**config.mk**
```make
export PLATFORM = sky130hd
export DESIGN_NAME = incubator_plant
export DESIGN_NICKNAME = d
export VERILOG_FILES = /design/src/rtl/incubator_pkg.sv /design/src/rtl/sensor_delay_line.sv /design/src/rtl/incubator_plant.sv
export SDC_FILE = /design/constraint.sdc
export NUM_CORES = 1
export LEC_CHECK = 0
export BUFFER_PORTS_ARGS = -buffer_cell sky130_fd_sc_hd__buf_2
export CORE_ASPECT_RATIO = 1.75
export CORE_MARGIN = 3
export CORE_UTILIZATION = 60
export CTS_CLUSTER_DIAMETER = 60
export DETAILED_ROUTE_END_ITERATION = 6
export PLACE_DENSITY = 0.83
export SETUP_SLACK_MARGIN = 0.05
export SKIP_LAST_GASP = 1
export SYNTH_ARGS = -nofsm -noshare
export SYNTH_HDL_FRONTEND = slang
export SYNTH_SLANG_ARGS = --single-unit
```
**constraint.sdc**
```tcl
create_clock -name clk -period 4.1 [get_ports clk]
set_input_delay 0.205 -clock clk [delete_from_list [all_inputs] [get_ports clk]]
set_output_delay 0.205 -clock clk [all_outputs]
set_load 0.02 [all_outputs]
```
**src/rtl/incubator_pkg.sv**
```systemverilog
// Shared definitions for the incubator controller / plant pair.
//   mode_e      : plant mode encoding (IDLE/HEATING/COOLING/FAULT)
//   TEMP_W      : temperature width (signed)
//   TMIN_DEF/TMAX_DEF : default saturation bounds
//   fan_level() : fan command to cooling level 1..4
//   clamp_temp(): saturate a 10-bit signed value into [lo, hi]
package incubator_pkg;

    localparam int unsigned TEMP_W = 8;

    localparam logic signed [TEMP_W-1:0] TMIN_DEF = -8'sd40;
    localparam logic signed [TEMP_W-1:0] TMAX_DEF = 8'sd100;

    typedef enum logic [1:0] {
        MODE_IDLE    = 2'd0,
        MODE_HEATING = 2'd1,
        MODE_COOLING = 2'd2,
        MODE_FAULT   = 2'd3
    } mode_e;

    // Only the upper two bits of the fan command select the level.
    function automatic logic [2:0] fan_level(input logic [3:0] fan_speed);
        return {1'b0, fan_speed[3:2]} + 3'd1;
    endfunction

    function automatic logic signed [TEMP_W-1:0] clamp_temp(
        input logic signed [9:0]        value,
        input logic signed [TEMP_W-1:0] lo,
        input logic signed [TEMP_W-1:0] hi
    );
        logic signed [9:0] lo_w;
        logic signed [9:0] hi_w;
        lo_w = {{(10-TEMP_W){lo[TEMP_W-1]}}, lo};
        hi_w = {{(10-TEMP_W){hi[TEMP_W-1]}}, hi};
        if (value < lo_w) begin
            return lo;
        end else if (value > hi_w) begin
            return hi;
        end else begin
            return value[TEMP_W-1:0];
        end
    endfunction

endpackage

```
**src/rtl/sensor_delay_line.sv**
```systemverilog
// Fixed-latency sensor model: dout is din delayed SENSE_LAT clock cycles.
//   clk        : system clock
//   reset      : asynchronous active-low reset, fills every stage with fill_value
//   fill_value : value loaded into all stages on reset
//   din        : value to delay
//   dout       : delayed value (din itself when SENSE_LAT == 0)
module sensor_delay_line #(
    parameter int unsigned SENSE_LAT = 2,
    parameter int unsigned WIDTH     = 8
) (
    input  logic             clk,
    input  logic             reset,
    input  logic [WIDTH-1:0] fill_value,
    input  logic [WIDTH-1:0] din,
    output logic [WIDTH-1:0] dout
);

    if (SENSE_LAT == 0) begin : g_bypass
        assign dout = din;
    end else begin : g_delay
        logic [WIDTH-1:0] stage_q [SENSE_LAT];
        logic [WIDTH-1:0] stage_d [SENSE_LAT];

        always_comb begin
            stage_d[0] = din;
            for (int unsigned i = 1; i < SENSE_LAT; i++) begin
                stage_d[i] = stage_q[i-1];
            end
        end

        always_ff @(posedge clk or negedge reset) begin
            if (!reset) begin
                for (int unsigned i = 0; i < SENSE_LAT; i++) begin
                    stage_q[i] <= fill_value;
                end
            end else begin
                stage_q <= stage_d;
            end
        end

        assign dout = stage_q[SENSE_LAT-1];
    end

endmodule

```
**src/rtl/incubator_plant.sv**
```systemverilog
// Thermal model of the incubator chamber, closing the loop around the
// incubator controller.
//   clk         : system clock
//   reset       : asynchronous active-low reset
//   heater_on   : heater command
//   cooler_on   : cooler command
//   fan_speed   : fan command, level = fan_speed[3:2]+1
//   set_valid   : force-temperature strobe
//   set_temp    : forced temperature (signed, clamped to [TMIN,TMAX])
//   temperature : internal temperature delayed SENSE_LAT cycles (signed)
//   tick        : one-cycle pulse after each thermal update
//   mode        : IDLE/HEATING/COOLING/FAULT, updated at each tick
//   conflict    : sticky, heater and cooler seen together at an update
module incubator_plant
    import incubator_pkg::*;
#(
    parameter logic signed [TEMP_W-1:0] INIT_TEMP = 8'sd25,
    parameter logic signed [TEMP_W-1:0] AMBIENT   = 8'sd25,
    parameter int unsigned              TICK_DIV  = 4,
    parameter int unsigned              HEAT_STEP = 1,
    parameter int unsigned              COOL_STEP = 1,
    parameter logic signed [TEMP_W-1:0] TMIN      = TMIN_DEF,
    parameter logic signed [TEMP_W-1:0] TMAX      = TMAX_DEF,
    parameter int unsigned              SENSE_LAT = 2
) (
    input  logic                     clk,
    input  logic                     reset,
    input  logic                     heater_on,
    input  logic                     cooler_on,
    input  logic [3:0]               fan_speed,
    input  logic                     set_valid,
    input  logic signed [TEMP_W-1:0] set_temp,
    output logic signed [TEMP_W-1:0] temperature,
    output logic                     tick,
    output logic [1:0]               mode,
    output logic                     conflict
);

    localparam logic [7:0]        CTR_LAST = 8'(TICK_DIV - 1);
    localparam logic signed [9:0] HEAT_W   = 10'(HEAT_STEP);
    localparam logic signed [9:0] COOL_W   = 10'(COOL_STEP);

    logic signed [TEMP_W-1:0] temp_q, temp_d;
    logic [7:0]               ctr_q, ctr_d;
    logic                     tick_q, tick_d;
    mode_e                    mode_q, mode_d;
    logic                     conflict_q, conflict_d;

    logic                     update;
    logic signed [9:0]        temp_ext;
    logic signed [9:0]        set_ext;
    logic signed [9:0]        lvl_w;
    logic signed [9:0]        next_raw;

    assign update = (ctr_q == CTR_LAST);

    always_comb begin
        temp_ext   = {{(10-TEMP_W){temp_q[TEMP_W-1]}}, temp_q};
        set_ext    = {{(10-TEMP_W){set_temp[TEMP_W-1]}}, set_temp};
        lvl_w      = signed'({7'b0, fan_level(fan_speed)});
        next_raw   = temp_ext;
        temp_d     = temp_q;
        ctr_d      = update ? '0 : ctr_q + 8'd1;
        tick_d     = 1'b0;
        mode_d     = mode_q;
        conflict_d = conflict_q;

        // A force pre-empts a coincident update entirely: no delta, no tick,
        // mode untouched, and the divider restarts from the force edge.
        if (set_valid) begin
            temp_d = clamp_temp(set_ext, TMIN, TMAX);
            ctr_d  = '0;
        end else if (update) begin
            tick_d = 1'b1;
            case ({heater_on, cooler_on})
                2'b10: begin
                    next_raw = temp_ext + HEAT_W;
                    mode_d   = MODE_HEATING;
                end
                2'b01: begin
                    next_raw = temp_ext - COOL_W * lvl_w;
                    mode_d   = MODE_COOLING;
                end
                2'b11: begin
                    mode_d     = MODE_FAULT;
                    conflict_d = 1'b1;
                end
                default: begin
                    if (temp_q < AMBIENT) begin
                        next_raw = temp_ext + 10'sd1;
                    end else if (temp_q > AMBIENT) begin
                        next_raw = temp_ext - 10'sd1;
                    end
                    mode_d = MODE_IDLE;
                end
            endcase
            temp_d = clamp_temp(next_raw, TMIN, TMAX);
        end
    end

    always_ff @(posedge clk or negedge reset) begin
        if (!reset) begin
            temp_q     <= INIT_TEMP;
            ctr_q      <= '0;
            tick_q     <= 1'b0;
            mode_q     <= MODE_IDLE;
            conflict_q <= 1'b0;
        end else begin
            temp_q     <= temp_d;
            ctr_q      <= ctr_d;
            tick_q     <= tick_d;
            mode_q     <= mode_d;
            conflict_q <= conflict_d;
        end
    end

    sensor_delay_line #(
        .SENSE_LAT (SENSE_LAT),
        .WIDTH     (TEMP_W)
    ) u_sense (
        .clk        (clk),
        .reset      (reset),
        .fill_value (INIT_TEMP),
        .din        (temp_q),
        .dout       (temperature)
    );

    assign tick     = tick_q;
    assign mode     = mode_q;
    assign conflict = conflict_q;

endmodule

```
==> results of run 1 <==
==> routing by layer <==
layer	up-vias	part of all wire, %	track usage, %
li1	917	-	-
met1	936	36	25.8
met2	78	54	46.3
met3	31	4.1	2.70
met4	0	5.7	19.5
met5	-	0	0
==> area by class of cell <==
type	count	area [um2]
multi-input cells	181	1280
fillers	310	1140
flip-flops and latches	36	912
repair buffers	27	140
clock buffers	8	90.1
well taps	46	57.6
inverters	11	41.3
==> worst register-to-register path: stages (launching register included) <==
cell	delay, ps
dfstp_2	650
inv_1	110
ha_1	240
and2b_4	190
o21ai_0	210
a211oi_1	150
or4_4	460
a211oi_2	260
a211oi_2	140
a2111oi_0	500
a221o_1	190
==> power breakdown <==
part	switching, mW	total, mW	internal [mW]
Combinational	0.176	0.299	0.123
Clock	0.118	0.255	0.137
Sequential	0.0548	0.464	0.409
Total	0.348	1.02	0.669
==> worst min-delay path by stage <==
| stage | endpoint | depth (start not counted) |
|---|---|---|
| 2_1_floorplan | conflict | 0 |
| 3_3_place_gp | u_sense.dout[7] | 1 |
| 3_5_place_dp | u_sense.dout[7] | 1 |
| 4_1_cts | temp_q[5] | 3 |
| 5_1_grt | temp_q[5] | 3 |
| 6_report | temp_q[5] | 3 |
==> synth_stat cells (all sizes together), types with 4 or more instances <==
cell type / count
dfrtp: 27
nor2: 21
nand2: 18
o21ai: 18
inv: 11
nor3: 10
a211oi: 9
dfstp: 9
ha: 8
nand3: 8
a21oi: 7
buf: 7
and3: 5
mux2i: 5
nand2b: 5
nor2b: 5
xnor2: 5
xor2: 5
a31o: 4
clkbuf: 4
nor4b: 4
==> cells by family (layout without fill, tap and decap cells) <==
family | Yosys count | count (layout) | share of synthesized area [%]
simple gates | 91 | 91 | 22.7
flops | 36 | 36 | 39.3
buf+inv | 22 | 46 | 5.23
mux | 7 | 7 | 3.13
fa+ha+maj | 11 | 11 | 6.04
compound gates | 62 | 62 | 19.8
xor+xnor | 10 | 10 | 3.78
==> registers in the layout, indices dropped and copies added (netlist names) <==
register and cells:
tick 1, u_sense.g_delay.stage_d 8, temp_q 8, u_sense.dout 8, ctr_q 8, conflict 1
mode 2
==> stage by stage <==
stage / area, um2 / setup slack, ps / total power [mW] / util, %
3_3_place_gp: 2430 / 1050 / 0.756 / 66.2
3_5_place_dp: 2430 / 968 / 0.766 / 66.2
5_1_grt: 2530 / 757 / 1.07 / 68.9
2_1_floorplan: 2320 / 1380 / 0.684 / -
6_report: 2530 / 948 / 1.02 / 68.9
4_1_cts: 2530 / 956 / 1.02 / 68.9
==> metrics.md, run 1 <==
| Metric | Value |
|---|---|
| Initial drt markers | `50` |
| Worst VDD drop | `0.299 mV` |
| Vias in the first global route | `2,053` |
| Pwr Density | `403 nW/um2` |
| Via count | `1,962` |
| Gate Count Post-Synth | `239` |
| Final routed DRC violation total | `0` |
| Min Hold Slack | `200 ps` |
| Max Fclk | `0.317 GHz` |
| Clk slew on worst S/H paths | `70 ps` |
| Die span in x | `53.0 um` |
| Final WL | `5330 um` |
| Initial Util | `63.3%` |
| Root Driver | `clkbuf_8` |
| FF-to-FF Start | `temp_q[0]` |
| Hold Crit Start | `set_temp[5]` |
| Post-CTS Setup Bufs | `0` |
| Pin count of the biggest net entering global routing | `37` |
| Final Skew | `4.07 ps` |
| Max Cap Viol | `0` |
| Number of enable flip-flop cells after synthesis | `0` |
| Synthesized net count | `265` |
| CP max FO | `9` |
| Syn. warnings | `0` |
| # rows | `29` |
| Synth unique cells | `65` |
| Clock Sinks | `36` |
| Initial antenna violation count | `0` |
| Drt first pass iters | `4` |
| Largest area contributor in the netlist | `dfrtp_1` |
| Reg2Reg Depth | `10` |
| Inserted Clock Buffers | `5` |
| Post-synthesis cell area | `2320 um2` |
| TNS Setup | `0 ps` |
| Final hold viol count | `0` |
| # nets final | `288` |
| Total GRT Usage | `25.6%` |
| Most frequent cells in the layout | `27 x dfrtp_1, 26 x buf_2, 18 x nor2_1, 17 x nand2_1, 13 x o21ai_0` |
| CP delay by family, top | `compound AO/OA/AOI/OAI gates` |
| Commonest non-fill, non-tap cell in the layout | `dfrtp_1` |
| Crit path from | `temp_q[0]` |
| CP most frequent cell | `a211oi_2` |
| # IOs | `29` |
| Synthesis-to-finish area growth | `8.96%` |
| Worst path slowest cell | `dfstp_2` |
| Slew @ Worst Pin | `745 ps` |
| Period utilisation layout | `76.9%` |
| Hpwl dp | `4010 um` |
| Post-CTS Hold Fix Bufs | `1` |
| Primary FF master, synth | `dfrtp_1` |
| Core area | `3660 um2` |
| Synth async-reset ratio | `100%` |
| Final Max Tran Viols | `0` |
| Synth top area cells | `dfrtp_1 29%, dfstp_2 10%, ha_1 4.3%` |
| Crit path required time | `4330 ps` |
| Post-Layout Cell Count | `309` |
| Mean area per synthesized cell | `9.70 um2` |
| IO Port Bufs | `26` |
| Drt via density | `6.35` |
| Critical Path, Cell by Cell | `inv_1 -> ha_1 -> and2b_4 -> o21ai_0 -> a211oi_1 -> or4_4 -> a211oi_2 -> a211oi_2 -> a2111oi_0 -> a221o_1` |
| RSZ-0062 raised after global routing | `false` |
| Worst path buffer plus inverter count | `1` |
| Share of layout cells above drive strength 1 | `24.3%` |
| Hold WC Path Type | `in2reg` |
| TritonCTS clock tree | `done` |
| Clk Latency, worst-skew pair | `290 ps` |
| Setup violators final | `0` |
| Diodes inserted | `0` |
| Startpoint types | `flip-flop` |
| Top-area cell type share of the netlist area | `29.1%` |
| Fin crit period | `3150 ps` |
| RePlAce Congestion | `0.939` |
| Die height | `88.2 um` |
| FF-to-FF End | `temp_q[3]` |
| Htree depth | `2` |
| End point of the critical path | `temp_q[3]` |
| Arrival time worst endpoint | `3380 ps` |
| Wire per inst | `17.2 um` |
| Relative slew slack | `50.3%` |
| Kind of critical path | `reg2reg` |
| Antenna-violating nets left | `0` |
| Die area | `4680 um2` |
| First-pass GRT wire length | `8920 um` |
| Leakage power | `1.10 nW` |
| #FFs+latches synth | `36` |
| Worst Setup End Kind | `flip-flop` |
| Max stage delay on crit path | `650 ps` |
| Register area share after synthesis | `39.3%` |
| Max clock buf depth | `2` |
| Status | `finished clean` |
| Worst path depth | `10` |
| Resized cells post-CTS | `0` |
| FF-to-FF setup slack | `950 ps` |
| Dpl cells | `300` |
| Grt total ovfl | `0` |
Note: power is estimated with default switching activity, not from simulation.
==> run 2: changes to the inputs <==
- CORE_UTILIZATION: 60 -> 52
- PLACE_DENSITY: 0.83 -> 0.77
- clock period: 4.1 -> 2.9 ns (I/O delays scaled with it)
==> run 2 against run 1 <==
Net effect: design area increased by 7.4%; count of clock-buffer cells in the layout unchanged; core utilization decreased by 4.8 points; combinational power increased by 80%; clock skew increased by 2.4 ps; critical path type unchanged; largest cell class unchanged.
==> metrics.md, run 2 (same netlist as run 1, synthesis figures left out) <==
| Metric | Value |
|---|---|
| Status | `finished clean` |
| Commonest non-fill, non-tap cell in the layout | `dfrtp_1` |
| Max clock buf depth | `2 (unchanged)` |
| Inserted Clock Buffers | `5 (unchanged)` |
| Wire per inst | `17.3 um (+0.60%)` |
| Arrival time worst endpoint | `3050 ps (-330 ps)` |
| Max Cap Viol | `0 (unchanged)` |
| Worst Setup End Kind | `flip-flop` |
| Antenna-violating nets left | `0 (unchanged)` |
| Final WL | `5620 um (+5.5%)` |
| RePlAce Congestion | `0.906 (-3.5%)` |
| Hpwl dp | `4160 um (+3.9%)` |
| Slew @ Worst Pin | `746 ps (+0.384 ps)` |
| First-pass GRT wire length | `9250 um (+3.6%)` |
| Total GRT Usage | `21.9% (-3.8 points)` |
| Setup violators final | `0 (unchanged)` |
| PnR Total Power | `1.51 mW (+49%)` |
| TNS Setup | `0 ps (unchanged)` |
| Post-Layout Cell Count | `324 (+4.9%)` |
| Relative slew slack | `50.3% (about the same)` |
| Clk slew on worst S/H paths | `70 ps (about the same)` |
| Pwr Density | `558 nW/um2 (+39%)` |
| Htree depth | `2 (unchanged)` |
| Initial Util | `54.8% (-8.4 points)` |
| TritonCTS clock tree | `done` |
| Die area | `5330 um2 (+14%)` |
| Share of layout cells above drive strength 1 | `32.4% (+8.0 points)` |
| Drt via density | `6.23 (-1.9%)` |
| RSZ-0062 raised after global routing | `true` |
| Final hold viol count | `0 (unchanged)` |
| Worst VDD drop | `0.516 mV (+73%)` |
| # nets final | `300 (+4.2%)` |
| Clock Sinks | `36 (unchanged)` |
| Via count | `2,019 (+2.9%)` |
| Final Max Tran Viols | `0 (unchanged)` |
| Root Driver | `clkbuf_8` |
| Grt total ovfl | `0 (unchanged)` |
| Kind of critical path | `reg2reg` |
| Initial antenna violation count | `0 (unchanged)` |
| Die span in x | `56.5 um (+6.6%)` |
| Vias in the first global route | `2,022 (-1.5%)` |
| Drt first pass iters | `4 (unchanged)` |
| # rows | `31 (+6.9%)` |
| Final routed DRC violation total | `0 (unchanged)` |
| Most frequent cells in the layout | `27 x dfrtp_1, 26 x buf_2, 18 x nor2_1, 17 x nand2_1` |
| Synthesis-to-finish area growth | `17.0%` |
| Startpoint types | `flip-flop` |
| Period utilisation layout | `97.6% (+21 points)` |
| Dpl cells | `315 (+5.0%)` |
| Diodes inserted | `0 (unchanged)` |
| # IOs | `29 (unchanged)` |
| Fin crit period | `2830 ps (-323 ps)` |
| Clk Latency, worst-skew pair | `280 ps (about the same)` |
| Final Skew | `6.43 ps (+2.36 ps)` |
| Hold WC Path Type | `in2reg` |
| Max Fclk | `0.353 GHz (+11%)` |
| Crit path required time | `3120 ps (-1210 ps)` |
| IO Port Bufs | `26 (unchanged)` |
| Core area | `4230 um2 (+15%)` |
| Initial drt markers | `85 (+70%)` |
| Pin count of the biggest net entering global routing | `37 (unchanged)` |
| Die height | `94.3 um (+6.9%)` |
| CP max FO | `5 (-4)` |
| Leakage power | `1.17 nW (+6.0%)` |
-- run 2: changes by cell type in the layout (fill, tap and decap cells not counted), moves of 2 or more --
cell | previous run | this run
a2111oi_0 | 2 | 0
a2111oi_2 | 0 | 2
a211oi_4 | 0 | 2
a31oi_1 | 2 | 0
buf_4 | 0 | 12
-- run 2: power breakdown --
part / leakage (nW) / internal, mW / switching (mW)
logic: 0.684 / 0.215 / 0.322
registers: 0.436 / 0.578 / 0.0410
clock network: 0.0455 / 0.194 / 0.164
total: 1.17 / 0.987 / 0.527
-- run 2: metrics by stage --
step	setup slack (ps)	util (%)	instance area [um2]	hold slack [ps]
after floorplan	177	-	2320	-151
after global placement	78.7	59.6	2520	248
after detailed placement	34.6	59.6	2520	252
after CTS	73.3	62.1	2630	164
after global routing	-49.8	64.2	2710	182
final	70.5	64.2	2710	172
-- run 2: final timing paths --
kind / from / endpoint / slack [ps] / cells after the start
setup / recovery: temp_q[2] / temp_q[4] / 70 / 9
hold / removal: set_temp[7] / temp_q[7] / 170 / 3
setup reg to reg: temp_q[2] / temp_q[4] / 70 / 9
max in group asynchronous: reset / mode[1] / 1950 / 2
hold reg to reg: u_sense.g_delay.stage_d[1] / u_sense.dout[1] / 350 / 0
min in group asynchronous: reset / u_sense.g_delay.stage_d[6] / 480 / 2
-- run 2: routing by layer --
layer | GRT usage (%) | routed length (um) | vias to the layer above
met4 | 10.5 | 282 | 0
met3 | 2.74 | 256 | 24
met1 | 24.9 | 2090 | 971
li1 | - | - | 943
met2 | 39.7 | 2980 | 81
met5 | 0 | 0 | -
-- run 2: what timing repair did --
| action | CTS | global route |
|---|---|---|
| hold buffers | 1 | 0 |
| pin swaps | 0 | 2 |
| buffers inserted | 0 | 0 |
| hold endpoints to repair | 27 | 0 |
| resized for setup | 1 | 18 |
| endpoints found under the setup margin | 4 | 6 |
-- run 2: layout make-up --
class / instances / area, um2
multi-input cells: 181 / 1380
flip-flops and latches: 36 / 912
fillers: 353 / 1520
repair buffers: 39 / 230
clock buffers: 8 / 90.1
well taps: 49 / 61.3
inverters: 11 / 41.3
-- run 2: critical path, stage by stage, from the launching register on --
cell and delay, ps:
dfrtp_1 410, ha_1 390, a21oi_1 290, nand2_1 120, nor3b_1 430, o31ai_2 210
a211oi_4 280, a211oi_4 120, a2111oi_2 370, a221o_1 160
